File: src/rtl/booth_pkg.sv
// Shared definitions for the sequential radix-4 Booth multiplier.
//
// Contents:
//   state_t          - control FSM states (idle, run, done)
//   CODE_*           - bit positions inside the 5-bit one-hot encoder code
//   SEL_*            - the matching one-hot code values, for case decoding
//   booth_code_len() - width of the encoder code
package booth_pkg;

  typedef enum logic [1:0] {
    StIdle = 2'd0,
    StRun  = 2'd1,
    StDone = 2'd2
  } state_t;

  localparam int unsigned CodeW = 5;

  // Bit positions of the one-hot partial-product select code.
  localparam int unsigned CODE_0X  = 4;
  localparam int unsigned CODE_P2X = 3;
  localparam int unsigned CODE_N2X = 2;
  localparam int unsigned CODE_P1X = 1;
  localparam int unsigned CODE_N1X = 0;

  // Full code values with exactly one bit set.
  localparam logic [CodeW-1:0] SEL_0X  = 5'b00001 << CODE_0X;
  localparam logic [CodeW-1:0] SEL_P2X = 5'b00001 << CODE_P2X;
  localparam logic [CodeW-1:0] SEL_N2X = 5'b00001 << CODE_N2X;
  localparam logic [CodeW-1:0] SEL_P1X = 5'b00001 << CODE_P1X;
  localparam logic [CodeW-1:0] SEL_N1X = 5'b00001 << CODE_N1X;

  function automatic int unsigned booth_code_len();
    return CodeW;
  endfunction

endpackage

File: src/rtl/booth_seq_ctrl_encoder.sv
// Radix-4 Booth encoder for one 3-bit multiplier window.
//
// Ports:
//   window - {y[2i+1], y[2i], y[2i-1]} for the current step
//   code   - one-hot select: bit4 0, bit3 +2X, bit2 -2X, bit1 +X, bit0 -X
module booth_seq_ctrl_encoder
  import booth_pkg::*;
(
  input  logic [2:0]       window,
  output logic [CodeW-1:0] code
);

  always_comb begin
    code = '0;
    unique case (window)
      3'b000, 3'b111: code[CODE_0X]  = 1'b1;
      3'b001, 3'b010: code[CODE_P1X] = 1'b1;
      3'b011:         code[CODE_P2X] = 1'b1;
      3'b100:         code[CODE_N2X] = 1'b1;
      3'b101, 3'b110: code[CODE_N1X] = 1'b1;
      default:        code = '0;
    endcase
  end

endmodule

File: src/rtl/booth_seq_ctrl.sv
// Sequential signed multiplier using radix-4 Booth recoding, one window per cycle.
//
// Ports:
//   clk, rst      - clock and synchronous active-high reset
//   in_valid      - operand pair is valid
//   in_ready      - block accepts operands (idle only)
//   multiplicand  - signed X, WIDTH bits
//   multiplier    - signed Y, WIDTH bits
//   out_valid     - product is valid (done only)
//   out_ready     - consumer accepts the product
//   product       - signed X*Y, 2*WIDTH bits; held after the handshake
//   busy          - a computation is running or waiting to be taken
//
// An accept moves to RUN for WIDTH/2 cycles, then DONE until out_ready.
// WIDTH must be even and at least 4.
module booth_seq_ctrl
  import booth_pkg::*;
#(
  parameter int unsigned WIDTH = 8
) (
  input  logic               clk,
  input  logic               rst,
  input  logic               in_valid,
  output logic               in_ready,
  input  logic [WIDTH-1:0]   multiplicand,
  input  logic [WIDTH-1:0]   multiplier,
  output logic               out_valid,
  input  logic               out_ready,
  output logic [2*WIDTH-1:0] product,
  output logic               busy
);

  localparam int unsigned PW    = 2 * WIDTH;
  localparam int unsigned Steps = WIDTH / 2;
  localparam int unsigned CntW  = (Steps > 1) ? $clog2(Steps) : 1;
  localparam logic [CntW-1:0] LastCnt = CntW'(Steps - 1);

  state_t           state_q;
  logic [PW-1:0]    x_q;        // X pre-shifted by 2i for the current step
  logic [WIDTH:0]   y_q;        // Y with an appended 0, shifted right by 2i
  logic [PW-1:0]    acc_q;
  logic [PW-1:0]    product_q;
  logic [CntW-1:0]  cnt_q;
  logic             in_ready_q;
  logic             out_valid_q;
  logic             busy_q;

  logic [CodeW-1:0] code;
  logic [PW-1:0]    pp;
  logic [PW-1:0]    acc_sum;

  // The low three bits of the shifted Y are always the current window.
  booth_seq_ctrl_encoder u_encoder (
    .window (y_q[2:0]),
    .code   (code)
  );

  // Partial-product selection; anything not exactly one-hot adds nothing.
  always_comb begin
    pp = '0;
    unique case (code)
      SEL_0X:  pp = '0;
      SEL_P2X: pp = x_q << 1;
      SEL_N2X: pp = '0 - (x_q << 1);
      SEL_P1X: pp = x_q;
      SEL_N1X: pp = '0 - x_q;
      default: pp = '0;
    endcase
  end

  // Wraps modulo 2^PW, which is exactly the two's-complement product width.
  assign acc_sum = acc_q + pp;

  always_ff @(posedge clk) begin
    if (rst) begin
      state_q     <= StIdle;
      x_q         <= '0;
      y_q         <= '0;
      acc_q       <= '0;
      product_q   <= '0;
      cnt_q       <= '0;
      in_ready_q  <= 1'b1;
      out_valid_q <= 1'b0;
      busy_q      <= 1'b0;
    end else begin
      unique case (state_q)
        StIdle: begin
          if (in_valid && in_ready_q) begin
            x_q         <= {{WIDTH{multiplicand[WIDTH-1]}}, multiplicand};
            y_q         <= {multiplier, 1'b0};
            acc_q       <= '0;
            cnt_q       <= '0;
            state_q     <= StRun;
            in_ready_q  <= 1'b0;
            busy_q      <= 1'b1;
          end
        end

        StRun: begin
          acc_q <= acc_sum;
          x_q   <= x_q << 2;
          y_q   <= {2'b00, y_q[WIDTH:2]};
          cnt_q <= cnt_q + 1'b1;
          if (cnt_q == LastCnt) begin
            product_q   <= acc_sum;
            state_q     <= StDone;
            out_valid_q <= 1'b1;
          end
        end

        StDone: begin
          // Returning to idle here, rather than accepting, keeps the
          // output handshake and the next accept in separate cycles.
          if (out_ready) begin
            state_q     <= StIdle;
            out_valid_q <= 1'b0;
            busy_q      <= 1'b0;
            in_ready_q  <= 1'b1;
          end
        end

        default: begin
          state_q     <= StIdle;
          out_valid_q <= 1'b0;
          busy_q      <= 1'b0;
          in_ready_q  <= 1'b1;
        end
      endcase
    end
  end

  assign in_ready  = in_ready_q;
  assign out_valid = out_valid_q;
  assign busy      = busy_q;
  assign product   = product_q;

endmodule

File: config.mk
export PLATFORM = sky130hd
export DESIGN_NAME = booth_seq_ctrl
export DESIGN_NICKNAME = d
export VERILOG_FILES = /design/src/rtl/booth_pkg.sv /design/src/rtl/booth_seq_ctrl_encoder.sv /design/src/rtl/booth_seq_ctrl.sv
export SDC_FILE = /design/constraint.sdc
export NUM_CORES = 1
export LEC_CHECK = 0
export ABC_AREA = 0
export CAP_MARGIN = 30
export CORE_ASPECT_RATIO = 1.4
export CORE_MARGIN = 2
export CORE_UTILIZATION = 69
export CTS_CLUSTER_DIAMETER = 80
export DETAILED_ROUTE_END_ITERATION = 10
export DONT_BUFFER_PORTS = 1
export GPL_TIMING_DRIVEN = 0
export PLACE_DENSITY = 0.92
export SLEW_MARGIN = 20
export SYNTH_ARGS = -nofsm -noshare
export SYNTH_HDL_FRONTEND = slang
export SYNTH_HIERARCHICAL = 1
export SYNTH_SLANG_ARGS = --single-unit
export TNS_END_PERCENT = 100
File: constraint.sdc
create_clock -name clk -period 6.6 [get_ports clk]
set_clock_uncertainty 0.1 [all_clocks]
set_input_delay 1.98 -clock clk [delete_from_list [all_inputs] [get_ports clk]]
set_output_delay 1.98 -clock clk [all_outputs]
set_load 0.05 [all_outputs]
==> flow_metrics.py <==
metrics = {
    "synthesis": {
        "synth_top_area_share_pct": 33.1,
        "synth_area_leader_cell": "dfxtp_1",
        "synth_seq_cells": 64,
        "synth_edf_count": 0,
        "synth_fp_nets": 544,
        "async_reset_ff_share_pct": 0,
        "yosys_warnings": 6,
        "synthCells": 506,
        "syn_area_per_cell_um2": 7.66,
        "yosysMostFrequentCell": "nand2_1",
        "synth_common_cells": "71 x nand2_1, 64 x dfxtp_1, 59 x nor2_1",
        "netlist_top_cells_area": "dfxtp_1 33%, nand2_1 6.9%, a22oi_1 6.2%",
        "synth_ff_type": "dfxtp_1",
        "syn_area_um2": 3880,
        "ys_types": 58,
        "ys_seq_area_share_pct": 33.1,
    },
    "sta": {
        "holdWs_ns": 0.384,
        "fmax_mhz": 215,
        "maxSlewViolCount": 0,
        "hold_viol": 0,
        "layout_min_cycle_time_ns": 4.66,
        "relSlewSlack_pct": 47.4,
        "setup_violations": 0,
        "finalCritPeriodShare_pct": 70.6,
        "rsz0062_at_grt": "false",
        "setup-tns-final_ns": 0,
        "tightest_slew_ns": 0.783,
    },
    "clock_tree": {
        "clock_latency_ns": 0.35,
        "ctsResizeCount": 0,
        "cts_made_buffers": 9,
        "clk_path_buf_depth": 2,
        "h-tree-depth": 3,
        "root_buffer": "clkbuf_8",
        "hold_buffers": 0,
        "clock_sinks": 64,
        "post_cts_buffers": 0,
        "path_clk_slew_ns": 0.08,
        "cts_tree": "yes",
    },
    "grt": {
        "track_usage_pct": 36.6,
        "grt_pass1_wl_mm": 17.3,
        "grt_max_degree": 13,
        "grt_overflow_total": 0,
        "grt_pass1_vias": 3807,
        "antenna_found_initial": 0,
    },
    "layout": {
        "drive_gt1_share_pct": 4.98,
        "areaGrowthSynthToFinish_pct": 7.26,
        "final_nets": 555,
        "utilization_pct": 75.8,
        "diodes": 0,
    },
    "critical_path": {
        "crit_buf_inv": 1,
        "critical-path-top-delay-family": "simple AND/OR/NAND/NOR gates",
        "cp_common_cell": "xor2_1",
        "crit_fanout": 7,
        "worstPathArrival_ns": 4.82,
        "cp_slowest_cell": "dfxtp_1",
        "crit_path_start": "x_q[1]",
        "r2r_start": "x_q[1]",
        "cp.required_ns": 6.76,
        "r2r_slack_ns": 1.94,
        "slowest_delay_ns": 0.41,
        "crit_chain": "inv_1 -> ha_1 -> nor4b_4 -> nand2_2 -> or3_4 -> or3_1 -> xor2_1 -> a222oi_1 -> o21ai_1 -> ha_1 -> and3_1 -> a21boi_0 -> o21ai_0 -> a22oi_1 -> xor2_1 -> xor2_1 -> a211oi_1",
        "critPathKind": "flop to flop",
        "endpoint_kind": "flop",
        "cp-start-kind": "flop",
    },
    "placed_design": {
        "port_buffers": 0,
        "dp_hpwl_mm": 7.85,
        "place.gp.congestion": 0.936,
    },
    "drt": {
        "drtIter0Drc": 322,
        "ant_nets": 0,
        "via_count": 4029,
        "drc": 0,
        "post_drt_wl_per_cell_um": 18.4,
        "via_per_inst": 6.83,
        "routed_wl_mm": 10.9,
        "first_pass_iters": 5,
    },
    "pwr": {
        "switching_share_pct": 32.7,
        "p_int_uw": 648,
        "power_leakage_nw": 1.60,
        "power.share.sequential_pct": 44.1,
        "p_per_area_nw_per_um2": 232,
        "power_uw": 963,
        "p_sw_uw": 315,
        "p_clk_share_pct": 35.0,
        "ir_drop_mv": 0.205,
        "p_comb_share_pct": 20.8,
    },
    "die": {
        "core_area_um2": 5490,
        "num_rows": 32,
        "dieArea_um2": 6240,
        "die_h_um": 92.7,
        "floorplan.initialDensity_pct": 70.7,
        "fp.dieW_um": 67.3,
        "ios": 39,
    },
    "worst_hold_path": {
        "min_from": "y_q[6]",
        "hold_class": "flop to flop",
    },
    "run_status": {
        "status": "complete, no violations",
    },
    "job": {
        "max_cap_viol_count": 0,
    },
}
-- layer usage --
layer / track usage (%) / share of wire, % / vias to the layer above
met2: 61.5 / 51 / 217
met4: 25.7 / 5.3 / 0
met5: 0 / 0 / -
met1: 40.2 / 37 / 1898
li1: - / - / 1866
met3: 6.93 / 6.8 / 48
-- through the flow --
| stage | area [µm²] | instances | worst slack, ns |
|---|---|---|---|
| CTS | 4160 | 590 | 2.06 |
| global placement | 3960 | 574 | 2.23 |
| finish | 4160 | 590 | 1.94 |
| detailed placement | 3960 | 574 | 2.12 |
| floorplan | 3880 | 506 | 2.78 |
| global route | 4160 | 590 | 1.63 |
-- state kept, by name (all words and copies together) (netlist names) --
name and flops:
state_q 2, in_ready 1, busy 1, product 16, y_q 9, cnt_q 2
acc_q 16, x_q 16, out_valid 1
-- worst paths after layout --
check	cells past startpoint	end
max	17	product[15]
min	2	y_q[4]
max reg2reg	17	product[15]
min reg2reg	2	y_q[4]
-- cell families after synthesis --
kind of cell / count (synthesis) / share of synthesized area, %
fa+ha+maj: 18 / 6.00
mux: 1 / 0.290
flops: 64 / 33.1
compound gates: 158 / 27.7
buf+inv: 48 / 4.94
xor+xnor: 18 / 4.07
simple gates: 199 / 24.0
-- worst reg2reg max path, stage by stage (launching register included) --
cell and delay (ns):
dfxtp_1 0.41, inv_1 0.11, ha_1 0.23, nor4b_4 0.31, nand2_2 0.14, or3_4 0.37, or3_1 0.33, xor2_1 0.17
a222oi_1 0.32, o21ai_1 0.17, ha_1 0.40, and3_1 0.24, a21boi_0 0.18, o21ai_0 0.10, a22oi_1 0.27, xor2_1 0.31
xor2_1 0.14, a211oi_1 0.28
-- cell type report --
cell class / count / area, µm²
Multi-Input combinational cell: 394 / 2400
Buffer: 38 / 154
Sequential cell: 64 / 1280
Clock inverter: 6 / 68.8
Tap cell: 68 / 85.1
Inverter: 10 / 37.5
Clock buffer: 10 / 128
Fill cell: 399 / 1330
-- power by group through the flow --
stage	logic [mW]	registers, mW	clock network (mW)
3_3_place_gp	0.187	0.431	0
4_1_cts	0.195	0.424	0.336
3_5_place_dp	0.193	0.433	0
2_1_floorplan	0.149	0.428	0
6_report	0.201	0.425	0.337
5_1_grt	0.219	0.426	0.355
-- placed cells by master, fill, tap and decap left out, types with 2 or more instances in the layout --
master    instances
a22o_1            2
and2_1            2
o311ai_0          6
a22oi_1          32
a21o_1            6
a211oi_1          8
clkinv_4          2
a31oi_1           3
nor3_2            2
or3_1             9
xnor2_1           9
o21ai_0          27
and3b_1           2
nand3_1           8
nand4_1           2
o22ai_1           2
clkbuf_8          9
nor2b_1           4
o21a_1            3
nand2b_1          5
nor3_1           19
inv_1            10
a311oi_1         12
clkbuf_1         35
a21oi_1          37
buf_1             2
or2_2             2
dfxtp_1          64
nand3b_1          3
nor2_1           59
a222oi_1          3
xor2_1            9
o211ai_1          2
ha_1             17
o31ai_1           3
nand2_1          71
and3_1            4
No activity file was read; power rests on OpenSTA's default activity.
